$ cat src/rtl/rbm_sram_fifo_ctrl_if.sv
// Stream and SRAM-port bundle for rbm_sram_fifo_ctrl.
// slave is the controller's view; master is the environment (upstream, downstream, SRAM).
interface rbm_sram_fifo_ctrl_if #(
    parameter int unsigned AW = 10,
    parameter int unsigned DW = 32
);
    logic          IN_VALID;
    logic [DW-1:0] IN_DATA;
    logic          IN_READY;
    logic          OUT_VALID;
    logic [DW-1:0] OUT_DATA;
    logic          OUT_READY;
    logic [AW:0]   COUNT;
    logic          CE0;
    logic [AW-1:0] A0;
    logic [DW-1:0] D0;
    logic          WE0;
    logic [DW-1:0] WEM0;
    logic          CE1;
    logic [AW-1:0] A1;
    logic [DW-1:0] D1;
    logic          WE1;
    logic [DW-1:0] WEM1;
    logic [DW-1:0] Q1;

    modport slave (
        input  IN_VALID, IN_DATA, OUT_READY, Q1,
        output IN_READY, OUT_VALID, OUT_DATA, COUNT,
        output CE0, A0, D0, WE0, WEM0,
        output CE1, A1, D1, WE1, WEM1
    );

    modport master (
        output IN_VALID, IN_DATA, OUT_READY, Q1,
        input  IN_READY, OUT_VALID, OUT_DATA, COUNT,
        input  CE0, A0, D0, WE0, WEM0,
        input  CE1, A1, D1, WE1, WEM1
    );
endinterface

$ cat src/rtl/rbm_sram_fifo_ctrl.sv
// FIFO controller around a synchronous dual-port SRAM: port 0 writes, port 1 reads into
// a 2-entry registered output buffer so OUT_DATA/OUT_VALID come straight from flops.
module rbm_sram_fifo_ctrl #(
    parameter int unsigned AW = 10,
    parameter int unsigned DW = 32
) (
    input  logic                CLK,
    input  logic                RST,
    rbm_sram_fifo_ctrl_if.slave bus
);
    localparam logic [AW:0] Depth = {1'b1, {AW{1'b0}}};

    logic [AW-1:0] r_wr_ptr;
    logic [AW-1:0] r_rd_ptr;
    logic [AW:0]   r_sram_cnt;
    logic [1:0]    r_ob_cnt;
    logic          r_inflight;
    logic          r_out_valid;
    logic [DW-1:0] r_ob_head;
    logic [DW-1:0] r_ob_tail;

    logic          w_in_ready;
    logic          w_accept;
    logic          w_pop;
    logic          w_read;
    logic [2:0]    w_ob_demand;
    logic [1:0]    w_ob_cnt_d;
    logic [DW-1:0] w_ob_head_d;
    logic [DW-1:0] w_ob_tail_d;

    assign w_in_ready = !RST && (r_sram_cnt < Depth);
    assign w_accept   = bus.IN_VALID && w_in_ready;
    assign w_pop      = r_out_valid && bus.OUT_READY;

    // Buffer slots committed after this cycle: held words plus the one already on Q1.
    assign w_ob_demand = {1'b0, r_ob_cnt} + {2'b00, r_inflight} - {2'b00, w_pop};
    assign w_read      = !RST && (r_sram_cnt != '0) && (w_ob_demand < 3'd2);
    assign w_ob_cnt_d  = r_ob_cnt + {1'b0, r_inflight} - {1'b0, w_pop};

    always_ff @(posedge CLK) begin
        if (RST) begin
            r_wr_ptr    <= '0;
            r_rd_ptr    <= '0;
            r_sram_cnt  <= '0;
            r_ob_cnt    <= '0;
            r_inflight  <= 1'b0;
            r_out_valid <= 1'b0;
        end else begin
            if (w_accept) begin
                r_wr_ptr <= r_wr_ptr + AW'(1);
            end
            if (w_read) begin
                r_rd_ptr <= r_rd_ptr + AW'(1);
            end
            r_sram_cnt  <= r_sram_cnt + {{AW{1'b0}}, w_accept} - {{AW{1'b0}}, w_read};
            r_ob_cnt    <= w_ob_cnt_d;
            r_inflight  <= w_read;
            r_out_valid <= (w_ob_cnt_d != 2'd0);
        end
    end

    // Head is the oldest word; a capture lands in whichever slot is the tail after any pop.
    always_comb begin
        w_ob_head_d = r_ob_head;
        w_ob_tail_d = r_ob_tail;
        unique case ({w_pop, r_inflight})
            2'b11: begin
                if (r_ob_cnt == 2'd2) begin
                    w_ob_head_d = r_ob_tail;
                    w_ob_tail_d = bus.Q1;
                end else begin
                    w_ob_head_d = bus.Q1;
                end
            end
            2'b10: w_ob_head_d = r_ob_tail;
            2'b01: begin
                if (r_ob_cnt == 2'd0) begin
                    w_ob_head_d = bus.Q1;
                end else begin
                    w_ob_tail_d = bus.Q1;
                end
            end
            2'b00: ;
        endcase
    end

    always_ff @(posedge CLK) begin
        r_ob_head <= w_ob_head_d;
        r_ob_tail <= w_ob_tail_d;
    end

    assign bus.IN_READY  = w_in_ready;
    assign bus.OUT_VALID = r_out_valid;
    assign bus.OUT_DATA  = r_ob_head;
    assign bus.COUNT     = r_sram_cnt + {{AW{1'b0}}, r_inflight} + {{(AW-1){1'b0}}, r_ob_cnt};

    assign bus.CE0  = w_accept;
    assign bus.WE0  = w_accept;
    assign bus.A0   = r_wr_ptr;
    assign bus.D0   = bus.IN_DATA;
    assign bus.WEM0 = {DW{w_accept}};

    assign bus.CE1  = w_read;
    assign bus.A1   = r_rd_ptr;
    assign bus.D1   = '0;
    assign bus.WE1  = 1'b0;
    assign bus.WEM1 = '0;
endmodule

$ cat src/flat_wrapper.sv
// flat-port wrapper written by rule: the top's interface ports become plain ports
module rbm_sram_fifo_ctrl_flat 
#(
    parameter int unsigned AW = 10,
    parameter int unsigned DW = 32
)
  (CLK, RST, bus_IN_VALID, bus_IN_DATA, bus_OUT_READY, bus_Q1, bus_IN_READY, bus_OUT_VALID, bus_OUT_DATA, bus_COUNT, bus_CE0, bus_A0, bus_D0, bus_WE0, bus_WEM0, bus_CE1, bus_A1, bus_D1, bus_WE1, bus_WEM1);
  rbm_sram_fifo_ctrl_if #(.AW(AW), .DW(DW)) bus_i ();
  input  logic CLK;
  input  logic RST;
  input wire logic [$bits(bus_i.IN_VALID)-1:0] bus_IN_VALID;
  input wire logic [$bits(bus_i.IN_DATA)-1:0] bus_IN_DATA;
  input wire logic [$bits(bus_i.OUT_READY)-1:0] bus_OUT_READY;
  input wire logic [$bits(bus_i.Q1)-1:0] bus_Q1;
  output wire logic [$bits(bus_i.IN_READY)-1:0] bus_IN_READY;
  output wire logic [$bits(bus_i.OUT_VALID)-1:0] bus_OUT_VALID;
  output wire logic [$bits(bus_i.OUT_DATA)-1:0] bus_OUT_DATA;
  output wire logic [$bits(bus_i.COUNT)-1:0] bus_COUNT;
  output wire logic [$bits(bus_i.CE0)-1:0] bus_CE0;
  output wire logic [$bits(bus_i.A0)-1:0] bus_A0;
  output wire logic [$bits(bus_i.D0)-1:0] bus_D0;
  output wire logic [$bits(bus_i.WE0)-1:0] bus_WE0;
  output wire logic [$bits(bus_i.WEM0)-1:0] bus_WEM0;
  output wire logic [$bits(bus_i.CE1)-1:0] bus_CE1;
  output wire logic [$bits(bus_i.A1)-1:0] bus_A1;
  output wire logic [$bits(bus_i.D1)-1:0] bus_D1;
  output wire logic [$bits(bus_i.WE1)-1:0] bus_WE1;
  output wire logic [$bits(bus_i.WEM1)-1:0] bus_WEM1;
  assign bus_i.IN_VALID = bus_IN_VALID;
  assign bus_i.IN_DATA = bus_IN_DATA;
  assign bus_i.OUT_READY = bus_OUT_READY;
  assign bus_i.Q1 = bus_Q1;
  assign bus_IN_READY = bus_i.IN_READY;
  assign bus_OUT_VALID = bus_i.OUT_VALID;
  assign bus_OUT_DATA = bus_i.OUT_DATA;
  assign bus_COUNT = bus_i.COUNT;
  assign bus_CE0 = bus_i.CE0;
  assign bus_A0 = bus_i.A0;
  assign bus_D0 = bus_i.D0;
  assign bus_WE0 = bus_i.WE0;
  assign bus_WEM0 = bus_i.WEM0;
  assign bus_CE1 = bus_i.CE1;
  assign bus_A1 = bus_i.A1;
  assign bus_D1 = bus_i.D1;
  assign bus_WE1 = bus_i.WE1;
  assign bus_WEM1 = bus_i.WEM1;
  rbm_sram_fifo_ctrl #(.AW(AW), .DW(DW)) u_core (.CLK(CLK), .RST(RST), .bus(bus_i));
endmodule
$ cat config.mk
export PLATFORM = sky130hd
export DESIGN_NAME = rbm_sram_fifo_ctrl_flat
export DESIGN_NICKNAME = d
export VERILOG_FILES = /design/src/rtl/rbm_sram_fifo_ctrl_if.sv /design/src/rtl/rbm_sram_fifo_ctrl.sv /design/src/flat_wrapper.sv
export SDC_FILE = /design/constraint.sdc
export NUM_CORES = 1
export LEC_CHECK = 0
export BUFFER_PORTS_ARGS = -buffer_cell sky130_fd_sc_hd__buf_2
export CAP_MARGIN = 20
export CORE_MARGIN = 10
export CORE_UTILIZATION = 45
export DETAILED_ROUTE_END_ITERATION = 6
export PLACE_DENSITY_LB_ADDON = 0.05
export SYNTH_ARGS = -nofsm -noshare
export SYNTH_HDL_FRONTEND = slang
export SYNTH_SLANG_ARGS = --single-unit
$ cat constraint.sdc
create_clock -name CLK -period 4.8 [get_ports CLK]
set_clock_uncertainty 0.05 [all_clocks]
set_input_delay 0.24 -clock CLK [delete_from_list [all_inputs] [get_ports CLK]]
set_output_delay 0.24 -clock CLK [all_outputs]
set_load 0.01 [all_outputs]
# == Word-level counts from Yosys, hierarchy flattened ==
# Cells that the tools add are included.
# totals
regBits,99
latchBits,0
ram_bits,0
mem_bits_ro,0
in_bits,68
output_inout_bits,197
wordCells,46
memories,0
# classes
n_addsub,10
multipliers,0
n_div,0
order_cmp,2
eq_ne,7
n_shift,0
n_mux,6
bitwise_logic,0
reduce_logical,13
# op_table
op,count
32-bit two-way mux,4
32-bit one-hot mux with 3 select lines,1
32-bit one-hot mux with 2 select lines,1
11-bit by 1-bit adder with 11-bit output,2
"10-bit by 1-bit adder with 10-bit output, second input constant",2
11-bit by 2-bit adder with 11-bit output,1
"11-bit < comparator, second input constant",1
11-bit nonzero test,1
11-bit by 1-bit subtractor with 11-bit output,1
"2-bit equality test, second input constant",3
1-bit logical AND,5
"2-bit by 1-bit inequality test with 1-bit output, second input constant",2
2-bit nonzero test,2
2-bit by 1-bit adder with 3-bit output,1
"3-bit by 2-bit < comparator with 1-bit output, second input constant",1
3-bit AND reduction,1
3-bit nonzero test,1
3-bit by 1-bit subtractor with 3-bit output,1
2-bit by 1-bit adder with 2-bit output,1
"2-bit by 1-bit equality test with 1-bit output, second input constant",1
2-bit logical NOT,1
"2-bit inequality test, second input constant",1
2-bit AND reduction,1
2-bit by 1-bit subtractor with 2-bit output,1
1-bit logical NOT,1

# == Longest topological paths before layout ==
# Gate-level depths: netlist (run 1).
# depth
ltp_word,5
ltp_mapped,19
depth_no_buf,18

# == Worst setup path after synthesis (run 1) ==
# No wires, ideal clock.
# synth_path
path_kind,reg-to-reg
start,"register u_core.r_out_valid, in the netlist u_core.bus.OUT_VALID"
end,register u_core.r_sram_cnt[8]
setup_time_ps,123
t_arrival_ps,3602
required_ps,4627
slack_ps,1025
stages_incl_launch_ff,20
path_buffers,1
period_less_slack_ps,3775
path_cell_list,dfxtp_1 > nand2_1 > nor2_1 > nand2b_1 > ha_1 > inv_1 > fa_1 > xor2_1 > a2111oi_4 > buf_6 > ha_1 > inv_1 > ha_1 > inv_1 > fa_1 > nor2b_1 > o211ai_1 > nand2_1 > a21oi_1 > mux2_1
# synth_between
elab_chain_cells,5
# synth_rtl
element,line_no,text
"start, declared",rbm_sram_fifo_ctrl.sv:18,logic r_out_valid;
"start signal, assigned",rbm_sram_fifo_ctrl.sv:58,r_out_valid <= (w_ob_cnt_d != 2'd0);
1-bit logical AND,rbm_sram_fifo_ctrl.sv:33,assign w_pop = r_out_valid && bus.OUT_READY;
3-bit by 1-bit subtractor with 3-bit output,rbm_sram_fifo_ctrl.sv:36,"assign w_ob_demand = {1'b0, r_ob_cnt} + {2'b00, r_inflight} - {2'b00, w_pop};"
3-bit by 2-bit < comparator with 1-bit output,rbm_sram_fifo_ctrl.sv:37,assign w_read = !RST && (r_sram_cnt != '0) && (w_ob_demand < 3'd2);
1-bit logical AND,rbm_sram_fifo_ctrl.sv:37,
named net bus_CE1,flat_wrapper.sv:24,output wire logic [$bits(bus_i.CE1)-1:0] bus_CE1;
11-bit by 1-bit subtractor with 11-bit output,rbm_sram_fifo_ctrl.sv:55,"r_sram_cnt <= r_sram_cnt + {{AW{1'b0}}, w_accept} - {{AW{1'b0}}, w_read};"
"end signal, assigned",rbm_sram_fifo_ctrl.sv:55,
"end, declared",rbm_sram_fifo_ctrl.sv:15,logic [AW:0] r_sram_cnt;
# The timed path passes the listed nets, and every way through them passes these cells.
# A chain may end at the register's enable or synchronous reset.

# == Worst setup path after layout (run 1) ==
# layout_path
start,"register u_core.r_out_valid, in the netlist u_core.bus.OUT_VALID"
end,register u_core.r_sram_cnt[8]
# layout_between
elab_chain_cells,5
# layout_rtl
element,line_no
1-bit logical AND,rbm_sram_fifo_ctrl.sv:33
3-bit by 1-bit subtractor with 3-bit output,rbm_sram_fifo_ctrl.sv:36
3-bit by 2-bit < comparator with 1-bit output,rbm_sram_fifo_ctrl.sv:37
1-bit logical AND,rbm_sram_fifo_ctrl.sv:37
11-bit by 1-bit subtractor with 11-bit output,rbm_sram_fifo_ctrl.sv:55
# No other way between the ends.

==> flow_summary.json, run 1 <==
{
  "die_w_um": 131,
  "critPathMaxFanout": 12,
  "postCtsSetupRepairBufs": 0,
  "cts-htree-levels": 3,
  "post-synth-top-area-fraction_pct": 34.9,
  "element_type_at_the_critical_path_start": "flop",
  "die_height_um": 131,
  "dp_hpwl_mm": 8.61,
  "port_buffers": 135,
  "detail_route.vias_per_cell": 4.54,
  "clock.fmax_ghz": 0.246,
  "syn_area_per_cell_um2": 11.5,
  "synth-compound-area-share_pct": 3.27,
  "critical_path_capture_point_type": "flop",
  "tns_ns": 0,
  "grt_first_pass_wirelength_mm": 17.4,
  "timing.critical_path.required_ns": 4.98,
  "finalWorstPathRequiredPeriod_ns": 4.07,
  "vdd.ir_drop.worst_uv": 274,
  "globalRouteOverflowTotal": 0,
  "hold_viol": 0,
  "cells_taking_the_most_area_after_synthesis": "sky130_fd_sc_hd__edfxtp_1 35%, sky130_fd_sc_hd__buf_4 18%, sky130_fd_sc_hd__dfxtp_1 13%, sky130_fd_sc_hd__mux2_1 6.7%, sky130_fd_sc_hd__ha_1 5.9%",
  "worst-slew-pin-transition_ns": 0.789,
  "setup_viol": 0,
  "post_synth_fa_ha_maj_area_fraction_pct": 7.54,
  "die_area_um2": 17100,
  "dpl.cell_count": 691,
  "p_int_mw": 2.25,
  "fin_hold_ws_ns": 0.0319,
  "finish.instance_area_um2": 5960,
  "clk_pin_slew_ns": 0.07,
  "place_congestion": 0.823,
  "outcome": "finished, final reports clean",
  "post_route_cells_drive_above_1_share_pct": 28.9,
  "nets": 654,
  "final_cell_count_no_fill": 708,
  "ctsResizeCount": 0,
  "power.leakage_nw": 2.70,
  "yosys_most_used_dff": "sky130_fd_sc_hd__edfxtp_1",
  "cts.path.max_buffers": 2,
  "totalWireLength_mm": 11.3,
  "filler_cell_count": 1119,
  "cts-hold-fix-buffers": 0,
  "remaining_drc_errors": 0,
  "synth-seq-cells": 99,
  "worst_hold_path_cell_count": 1,
  "antennaDiodeCount": 0,
  "grt_usage_pct": 12.9,
  "route.antenna.remaining_nets": 0,
  "row_count": 40,
  "cts.sink_count": 99,
  "synth_cell_types": 45,
  "power.share.clock_pct": 19.9,
  "yosys.area_share.xor_xnor_pct": 5.40,
  "synth_edf_count": 64,
  "finalCritPeriodShare_pct": 84.8,
  "power.net_switching_mw": 1.32,
  "maxCapViolCount": 0,
  "cts_inserted_buffers": 9,
  "syn_to_final_growth_pct": 8.17,
  "reg2reg_slack_ns": 0.73,
  "rsz0062_at_grt": "false",
  "worstPathArrival_ns": 4.25,
  "timing.final.max_slew_violations": 0,
  "core_um2": 12000,
  "switching_share_pct": 36.8,
  "timing.max_slew.rel_slack_pct": 47.4,
  "grt_start_max_net_pins": 44,
  "ys_async_sr_fraction_pct": 0,
  "initial_antenna_violation_count": 0,
  "power_frac_comb_pct": 42.9,
  "synth.yosys.seq_area_share_pct": 47.6,
  "synth_top_cells_by_count": "132 x sky130_fd_sc_hd__buf_4, 64 x sky130_fd_sc_hd__edfxtp_1, 35 x sky130_fd_sc_hd__dfxtp_1",
  "cts_tree": "done",
  "dominant_combinational_cell_family_by_area_after_synthesis": "buffers and inverters",
  "seq_power_share_pct": 37.2,
  "yosys.area_share.simple_pct": 8.97,
  "drt_first_iter_violations": 156,
  "start_util_pct": 45.9,
  "ys.warnings.count": 0,
  "grt_pass1_vias": 3238,
  "clkLatencyLatePin_ns": 0.35,
  "synth_area_leader_cell": "sky130_fd_sc_hd__edfxtp_1",
  "synthMostInstantiatedCell": "sky130_fd_sc_hd__buf_4",
  "netlist_instances": 479,
  "timing.setup.critical_path_class": "reg -> reg",
  "hold_path_class": "in -> reg",
  "postPlaceCellArea_um2": 5640,
  "p_per_area_nw_per_um2": 599,
  "vias": 3211,
  "syn_area_um2": 5510,
  "dr.pass1.iters": 4,
  "top_level_ports": 265,
  "wl_per_cell_um": 16.0,
  "worst-r2r-cell-count": 19,
  "yosys-mux-area-fraction_pct": 6.93,
  "cts_root_buffer": "sky130_fd_sc_hd__clkbuf_16"
}
[per-layer routing]
layer	share of wire, %	up-vias	track usage, %	wire, µm
li1	-	1589	-	-
met1	43	1501	16.0	4910
met2	48	105	20.5	5480
met3	7.1	16	4.63	799
met4	1.2	0	4.19	133
met5	0	-	0	0
[final timing paths]
path / from / end
worst min register to register: u_core.bus.A0[1]$_SDFFE_PP0P_ / u_core.bus.A0[1]$_SDFFE_PP0P_
worst min-delay path: bus_Q1[19] / u_core.r_ob_tail[19]$_DFFE_PP_
worst max-delay path: u_core.bus.OUT_VALID$_SDFF_PP0_ / u_core.r_sram_cnt[8]$_SDFF_PP0_
worst max register to register: u_core.bus.OUT_VALID$_SDFF_PP0_ / u_core.r_sram_cnt[8]$_SDFF_PP0_
[power by group through the flow]
stage	combinational, mW	sequential [mW]	clock [mW]
6_report	1.53	1.33	0.711
5_1_grt	1.73	1.36	0.777
4_1_cts	1.55	1.33	0.736
3_5_place_dp	1.54	1.35	0
3_3_place_gp	1.52	1.35	0
2_1_floorplan	1.11	1.40	0
[sequential cells by signal, indices dropped and copies added, names as in the netlist]
register              flops
u_core.bus.A0            10
u_core.r_sram_cnt        11
u_core.r_inflight         1
u_core.bus.A1            10
u_core.bus.OUT_DATA      32
u_core.bus.OUT_VALID      1
u_core.r_ob_tail         32
u_core.r_ob_cnt           2
[cells in the final DEF, fill, tap and decap left out, types with 4 or more instances in the layout]
cell type and count:
sky130_fd_sc_hd__clkbuf_16 9, sky130_fd_sc_hd__nand3_1 5, sky130_fd_sc_hd__nand2b_1 5, sky130_fd_sc_hd__mux2_1 33
sky130_fd_sc_hd__nor2b_1 10, sky130_fd_sc_hd__ha_1 26, sky130_fd_sc_hd__xnor2_1 16, sky130_fd_sc_hd__and3_1 6
sky130_fd_sc_hd__nor2_1 32, sky130_fd_sc_hd__buf_2 135, sky130_fd_sc_hd__fa_1 4, sky130_fd_sc_hd__buf_4 4
sky130_fd_sc_hd__nand4_1 10, sky130_fd_sc_hd__inv_1 22, sky130_fd_sc_hd__edfxtp_1 64, sky130_fd_sc_hd__conb_1 65
sky130_fd_sc_hd__xor2_1 18, sky130_fd_sc_hd__dfxtp_1 35, sky130_fd_sc_hd__a21oi_1 8, sky130_fd_sc_hd__nand2_1 13
[logic make-up after synthesis]
group	Yosys count
buffers and inverters	162
adders and majority gates	31
and+or+nand+nor	93
DFF	99
xor gates and xnor gates	34
muxes	34
AOI/OAI and AO/OA	25
other	1
[worst max-delay path, stage by stage, from the launching register on]
cell and delay [ns]:
sky130_fd_sc_hd__dfxtp_1 0.33, sky130_fd_sc_hd__nand2_1 0.14, sky130_fd_sc_hd__nor2_1 0.19, sky130_fd_sc_hd__nand2b_1 0.13, sky130_fd_sc_hd__ha_1 0.13, sky130_fd_sc_hd__inv_1 0.05
sky130_fd_sc_hd__fa_1 0.37, sky130_fd_sc_hd__xor2_1 0.20, sky130_fd_sc_hd__a2111oi_4 0.33, sky130_fd_sc_hd__buf_4 0.24, sky130_fd_sc_hd__ha_1 0.25, sky130_fd_sc_hd__inv_1 0.05
sky130_fd_sc_hd__ha_1 0.15, sky130_fd_sc_hd__inv_1 0.05, sky130_fd_sc_hd__fa_1 0.37, sky130_fd_sc_hd__nor2b_1 0.22, sky130_fd_sc_hd__o211ai_1 0.16, sky130_fd_sc_hd__nand2_1 0.13
sky130_fd_sc_hd__a21oi_1 0.09, sky130_fd_sc_hd__mux2_1 0.32
[area by class of cell]
class	instances	area (µm²)	share of cell area, %
clock buffers	10	229	3.84
clock inverters	6	63.8	1.07
inverters	24	90.1	1.51
multi-input cells	282	2040	34.2
flip-flops and latches	99	2620	44.0
well taps	147	184	3.09
repair buffers	140	733	12.3
[through the flow]
step,util (%),worst slack [ns],power [mW]
2_1_floorplan,-,1.03,2.50
3_3_place_gp,47.0,0.802,2.88
3_5_place_dp,47.0,0.732,2.89
4_1_cts,49.4,0.690,3.62
5_1_grt,49.6,0.272,3.87
6_report,49.6,0.732,3.57
(Power assumes the default switching activity.)
==> run 2, diff against run 1 <==
clock period = 4.2 ns   (was 4.8 ns; I/O delays follow)
==> flow_summary.json, run 2 (synthesized netlist as in run 1, its figures left out) <==
{
  "clk_pin_slew_ns": 0.07,
  "timing.max_slew.rel_slack_pct": 47.0,
  "row_count": 40,
  "cts.sink_count": 99,
  "setup_viol": 0,
  "die_height_um": 131,
  "power_frac_comb_pct": 43.6,
  "clkLatencyLatePin_ns": 0.34,
  "vias": 3248,
  "maxCapViolCount": 0,
  "critPathMaxFanout": 4,
  "worst-slew-pin-transition_ns": 0.796,
  "dp_hpwl_mm": 8.47,
  "power.share.clock_pct": 18.8,
  "top_level_ports": 265,
  "initial_antenna_violation_count": 0,
  "most_frequent_standard_cell_in_the_layout_excluding_fill_and_tap_cells": "sky130_fd_sc_hd__buf_2",
  "hold_path_class": "in -> reg",
  "totalWireLength_mm": 11.3,
  "finish.instance_area_um2": 6100,
  "hold_viol": 0,
  "cts_inserted_buffers": 9,
  "nets": 671,
  "outcome": "finished, final reports clean",
  "rr_endpoint": "u_core.r_sram_cnt[8]$_SDFF_PP0_",
  "rsz0062_at_grt": "false",
  "reg2reg_slack_ns": 0.36,
  "postCtsSetupRepairBufs": 0,
  "vdd.ir_drop.worst_uv": 336,
  "element_type_at_the_critical_path_start": "flop",
  "port_buffers": 135,
  "route.antenna.remaining_nets": 0,
  "wl_per_cell_um": 15.5,
  "critical_path_capture_point_type": "flop",
  "place_congestion": 0.774,
  "critical_path.reg2reg.startpoint": "u_core.bus.OUT_VALID$_SDFF_PP0_",
  "cts_tree": "done",
  "grt_usage_pct": 12.8,
  "worst-r2r-cell-count": 18,
  "globalRouteOverflowTotal": 0,
  "cts_root_buffer": "sky130_fd_sc_hd__clkbuf_16",
  "drt_first_iter_violations": 151,
  "start_util_pct": 45.9,
  "grt_pass1_vias": 3305,
  "die_area_um2": 17100,
  "tns_ns": 0,
  "dr.pass1.iters": 4,
  "filler_cell_count": 1116,
  "mostFrequentLayoutCells": "135 x sky130_fd_sc_hd__buf_2, 65 x sky130_fd_sc_hd__conb_1, 64 x sky130_fd_sc_hd__edfxtp_1",
  "detail_route.vias_per_cell": 4.48,
  "antennaDiodeCount": 0,
  "postPlaceCellArea_um2": 5640,
  "grt_start_max_net_pins": 44,
  "timing.hold.worst.start": "bus_Q1[28]",
  "die_w_um": 131,
  "power.leakage_nw": 2.75,
  "cts.path.max_buffers": 2,
  "syn_to_final_growth_pct": 10.7,
  "timing.critical_path.required_ns": 4.37,
  "seq_power_share_pct": 37.6,
  "timing.final.max_slew_violations": 0,
  "cts-htree-levels": 3,
  "worstPathArrival_ns": 4.02,
  "min_to": "u_core.r_ob_tail[28]$_DFFE_PP_",
  "p_per_area_nw_per_um2": 660,
  "clock.fmax_ghz": 0.260,
  "p_int_mw": 2.52,
  "finalCritPeriodShare_pct": 91.4,
  "finalWorstPathRequiredPeriod_ns": 3.84,
  "remaining_drc_errors": 0,
  "switching_share_pct": 37.3,
  "fin_hold_ws_ns": 0.0123,
  "power.net_switching_mw": 1.50,
  "grt_first_pass_wirelength_mm": 17.4,
  "core_um2": 12000,
  "worst_hold_path_cell_count": 1,
  "post_route_cells_drive_above_1_share_pct": 28.2,
  "timing.setup.critical_path_class": "reg -> reg"
}
==> run 2: worst max-delay path by stage <==
stage / start / end / slack, ns / cells past startpoint
after detailed placement: u_core.bus.OUT_VALID$_SDFF_PP0_ / u_core.r_sram_cnt[8]$_SDFF_PP0_ / 0.30 / 18
after floorplan: u_core.bus.OUT_VALID$_SDFF_PP0_ / u_core.r_sram_cnt[8]$_SDFF_PP0_ / 0.43 / 19
after CTS: u_core.bus.OUT_VALID$_SDFF_PP0_ / u_core.r_sram_cnt[8]$_SDFF_PP0_ / 0.28 / 18
final: u_core.bus.OUT_VALID$_SDFF_PP0_ / u_core.r_sram_cnt[8]$_SDFF_PP0_ / 0.36 / 18
after global routing: u_core.bus.OUT_VALID$_SDFF_PP0_ / u_core.r_sram_cnt[8]$_SDFF_PP0_ / 0.07 / 18
after global placement: u_core.bus.OUT_VALID$_SDFF_PP0_ / u_core.r_sram_cnt[8]$_SDFF_PP0_ / 0.41 / 18
==> run 2: power by group through the flow <==
stage	sequential, mW	combinational, mW	clock [mW]
floorplan	1.60	1.27	0
global placement	1.55	1.74	0
detailed placement	1.54	1.75	0
CTS	1.52	1.78	0.783
global route	1.55	1.98	0.825
finish	1.51	1.75	0.757
==> run 2: final cells by class <==
class	instances	area [µm²]	share of cell area, %
repair buffers	157	896	14.7
multi-input cells	282	2040	33.4
flip-flops and latches	99	2620	43.0
inverters	24	90.1	1.48
clock inverters	6	40.0	0.656
clock buffers	10	229	3.75
well taps	147	184	3.01
==> run 2: repair_timing <==
action | CTS | global route
resized for setup | 0 | 1
hold buffers | 15 | 2
endpoints found under the setup margin | 0 | 1
endpoints found under the hold margin | 15 | 2
==> run 2: critical path, cell delays in order (launching register included) <==
cell and delay [ns]:
sky130_fd_sc_hd__dfxtp_1 0.32, sky130_fd_sc_hd__nand2_1 0.13, sky130_fd_sc_hd__nor2_1 0.18, sky130_fd_sc_hd__nand2b_1 0.13
sky130_fd_sc_hd__ha_1 0.13, sky130_fd_sc_hd__inv_1 0.04, sky130_fd_sc_hd__fa_1 0.37, sky130_fd_sc_hd__xor2_1 0.20
sky130_fd_sc_hd__a2111oi_4 0.37, sky130_fd_sc_hd__ha_1 0.29, sky130_fd_sc_hd__inv_1 0.06, sky130_fd_sc_hd__ha_1 0.15
sky130_fd_sc_hd__inv_1 0.05, sky130_fd_sc_hd__fa_1 0.39, sky130_fd_sc_hd__nor2b_2 0.18, sky130_fd_sc_hd__o211ai_1 0.14
sky130_fd_sc_hd__nand2_1 0.12, sky130_fd_sc_hd__a21oi_1 0.08, sky130_fd_sc_hd__mux2_1 0.32
==> run 2: layer usage <==
layer	vias up	GRT usage, %	wire length [µm]
li1	1606	-	-
met1	1522	15.9	4810
met2	104	20.5	5470
met3	16	4.07	859
met4	0	4.38	129
met5	-	0	0
==> run 2: metrics by stage <==
| stage | setup slack, ns | utilization, % | cells | total power [mW] |
|---|---|---|---|---|
| 6_report | 0.360 | 50.8 | 725 | 4.03 |
| 5_1_grt | 0.0711 | 50.8 | 725 | 4.36 |
| 4_1_cts | 0.282 | 50.4 | 722 | 4.08 |
| 3_5_place_dp | 0.301 | 47.0 | 691 | 3.30 |
| 3_3_place_gp | 0.408 | 47.0 | 691 | 3.29 |
| 2_1_floorplan | 0.425 | - | 543 | 2.86 |
==> run 3, diff against run 2 <==
ABC_AREA = 1   (was default)
CTS_CLUSTER_DIAMETER = 150   (was default)
CTS_CLUSTER_SIZE = 24   (was default)
==> flow_summary.json, run 3 <==
{
  "min_to": "u_core.r_ob_tail[14]$_DFFE_PP_",
  "worst-slew-pin-transition_ns": 0.941,
  "timing.max_slew.rel_slack_pct": 37.1,
  "cts_root_buffer": "sky130_fd_sc_hd__clkbuf_16",
  "fin_hold_ws_ns": 0.0103,
  "cts.sink_count": 99,
  "synth-seq-cells": 99,
  "post-synth-top-area-fraction_pct": 33.0,
  "ys.warnings.count": 0,
  "power.leakage_nw": 3.14,
  "critPathMaxFanout": 6,
  "clock.fmax_ghz": 0.293,
  "grt_first_pass_wirelength_mm": 21.0,
  "postCtsSetupRepairBufs": 0,
  "grt_pass1_vias": 4144,
  "die_area_um2": 17900,
  "row_count": 41,
  "final_cell_count_no_fill": 926,
  "place_congestion": 0.798,
  "p_per_area_nw_per_um2": 657,
  "cts.path.max_buffers": 2,
  "nets": 847,
  "ys_async_sr_fraction_pct": 0,
  "setup_viol": 0,
  "timing.hold.worst.start": "bus_Q1[14]",
  "post-place-ws_ns": 0.800,
  "detail_route.vias_per_cell": 4.50,
  "reg2reg_slack_ns": 0.78,
  "finalWorstPathRequiredPeriod_ns": 3.42,
  "worstPathArrival_ns": 3.61,
  "cts_inserted_buffers": 9,
  "post_route_cells_drive_above_1_share_pct": 21.5,
  "synth_cell_types": 28,
  "dpl.cell_count": 898,
  "rsz0062_at_grt": "false",
  "core_um2": 12700,
  "element_type_at_the_critical_path_start": "flop",
  "synth_area_leader_cell": "sky130_fd_sc_hd__edfxtp_1",
  "hold_path_class": "in -> reg",
  "tns_ns": 0,
  "hold_viol": 0,
  "yosys_most_used_dff": "sky130_fd_sc_hd__edfxtp_1",
  "syn_to_final_growth_pct": 9.45,
  "port_buffers": 135,
  "worst_hold_path_cell_count": 1,
  "antennaDiodeCount": 0,
  "netlist_instances": 666,
  "cells_taking_the_most_area_after_synthesis": "sky130_fd_sc_hd__edfxtp_1 33%, sky130_fd_sc_hd__buf_4 17%, sky130_fd_sc_hd__dfxtp_1 12%, sky130_fd_sc_hd__nand2_1 10%, sky130_fd_sc_hd__ha_1 5.6%",
  "globalRouteOverflowTotal": 0,
  "route.antenna.remaining_nets": 0,
  "clkLatencyLatePin_ns": 0.35,
  "synth_top_cells_by_count": "157 x sky130_fd_sc_hd__nand2_1, 130 x sky130_fd_sc_hd__buf_4, 64 x sky130_fd_sc_hd__edfxtp_1",
  "final_core_util_pct": 50.3,
  "timing.critical_path.required_ns": 4.39,
  "timing.final.max_slew_violations": 0,
  "outcome": "finished, final reports clean",
  "post-route-worst-setup-slack_ns": 0.781,
  "top_level_ports": 265,
  "clk_pin_slew_ns": 0.07,
  "grt_start_max_net_pins": 37,
  "maxCapViolCount": 0,
  "die_w_um": 134,
  "filler_cell_count": 1286,
  "finish.instance_area_um2": 6370,
  "synth.yosys.seq_area_share_pct": 45.0,
  "finalCritPeriodShare_pct": 81.4,
  "start_util_pct": 46.0,
  "critical_path.reg2reg.startpoint": "u_core.bus.OUT_VALID$_SDFF_PP0_",
  "synthMostInstantiatedCell": "sky130_fd_sc_hd__nand2_1",
  "critical_path_capture_point_type": "flop",
  "grt_usage_pct": 14.1,
  "totalWireLength_mm": 13.2,
  "vdd.ir_drop.worst_uv": 336,
  "most_frequent_standard_cell_in_the_layout_excluding_fill_and_tap_cells": "sky130_fd_sc_hd__nand2_1",
  "die_height_um": 134,
  "worst-r2r-cell-count": 21,
  "syn_area_per_cell_um2": 8.75,
  "timing.setup.critical_path_class": "reg -> reg",
  "cts_tree": "done",
  "dr.pass1.iters": 4,
  "cts-htree-levels": 3,
  "synth_edf_count": 64,
  "wl_per_cell_um": 14.2,
  "mostFrequentLayoutCells": "157 x sky130_fd_sc_hd__nand2_1, 135 x sky130_fd_sc_hd__buf_2, 65 x sky130_fd_sc_hd__conb_1",
  "initial_antenna_violation_count": 0,
  "dp_hpwl_mm": 9.85,
  "vias": 4163,
  "drt_first_iter_violations": 208,
  "rr_endpoint": "u_core.r_sram_cnt[10]$_SDFF_PP0_",
  "design_power_total_mw": 4.19,
  "syn_area_um2": 5820,
  "postPlaceCellArea_um2": 5970,
  "remaining_drc_errors": 0
}
==> run 3: cell count changes in the layout (fill, tap and decap cells not counted), sizes merged, moves of 4 or more <==
cell,previous run,this run
o21ai,4,15
nand2,13,158
mux2,33,0
nand2b,5,0
inv,25,62
xnor2,16,1
and3,6,0
nand4,10,6
nor2,32,56
nor2b,10,0
nand3,5,48
dlygate4sd3,17,12
a21oi,9,24
==> run 3: worst max-delay path by stage <==
| stage | from | endpoint | slack, ns | cells past startpoint |
|---|---|---|---|---|
| final | u_core.bus.OUT_VALID$_SDFF_PP0_ | u_core.r_sram_cnt[10]$_SDFF_PP0_ | 0.78 | 21 |
| after global routing | u_core.bus.OUT_VALID$_SDFF_PP0_ | u_core.r_sram_cnt[10]$_SDFF_PP0_ | 0.45 | 22 |
| after CTS | u_core.bus.OUT_VALID$_SDFF_PP0_ | u_core.r_sram_cnt[10]$_SDFF_PP0_ | 0.77 | 21 |
| after detailed placement | u_core.bus.OUT_VALID$_SDFF_PP0_ | u_core.r_sram_cnt[10]$_SDFF_PP0_ | 0.80 | 21 |
| after global placement | bus_OUT_READY | u_core.r_sram_cnt[10]$_SDFF_PP0_ | 0.87 | 22 |
| after floorplan | u_core.bus.OUT_VALID$_SDFF_PP0_ | u_core.r_sram_cnt[10]$_SDFF_PP0_ | 0.84 | 22 |
==> run 3: area by class of cell <==
type	count	area [µm²]	share of cell area (%)
clock buffers	12	236	3.71
clock inverters	4	51.3	0.805
inverters	61	229	3.59
multi-input cells	426	2170	34.0
flip-flops and latches	99	2620	41.1
well taps	172	215	3.38
repair buffers	152	853	13.4
==> run 3: repair_timing <==
action / in CTS / in global routing
hold buffers: 10 / 2
gates resized for setup: 0 / 0
hold endpoints to repair: 10 / 2
==> run 3: cell families (layout without fill, tap and decap cells) <==
family / count (synthesis) / after routing / share of synthesized area [%]
fa+ha+maj: 30 / 30 / 6.96
other cells: 1 / 65 / 0.0644
buf+inv: 205 / 229 / 22.0
simple gates: 273 / 273 / 19.7
xor+xnor: 16 / 16 / 2.41
compound gates: 42 / 42 / 3.82
flops: 99 / 99 / 45.0
==> run 3: routing by layer <==
metal  part of all wire, %  global-route usage [%]  vias up
met3                   6.3                    4.51       22
met2                    49                    23.8      129
met5                     0                       0        -
li1                      -                       -     2094
met1                    43                    16.3     1918
met4                   1.6                    5.20        0
==> run 3: report_power, final <==
part / switching [mW] / internal [mW] / leakage [nW]
registers: 0.147 / 1.38 / 0.882
logic: 1.21 / 0.634 / 2.12
clock network: 0.353 / 0.464 / 0.137
==> run 3: worst max-delay path, cell delays in order, from the launching register on <==
cell and delay, ns:
sky130_fd_sc_hd__dfxtp_1 0.32, sky130_fd_sc_hd__nand2_1 0.15, sky130_fd_sc_hd__xor2_1 0.18, sky130_fd_sc_hd__inv_1 0.07, sky130_fd_sc_hd__ha_1 0.14, sky130_fd_sc_hd__inv_1 0.05, sky130_fd_sc_hd__fa_1 0.54, sky130_fd_sc_hd__nand4_1 0.15
sky130_fd_sc_hd__nor2_2 0.16, sky130_fd_sc_hd__ha_1 0.23, sky130_fd_sc_hd__inv_1 0.05, sky130_fd_sc_hd__ha_1 0.15, sky130_fd_sc_hd__inv_1 0.06, sky130_fd_sc_hd__fa_1 0.35, sky130_fd_sc_hd__inv_1 0.08, sky130_fd_sc_hd__nand2_1 0.06
sky130_fd_sc_hd__nand2_1 0.07, sky130_fd_sc_hd__nand3_1 0.06, sky130_fd_sc_hd__nand2_1 0.10, sky130_fd_sc_hd__nand2_1 0.08, sky130_fd_sc_hd__a21oi_1 0.13, sky130_fd_sc_hd__nor2_1 0.06
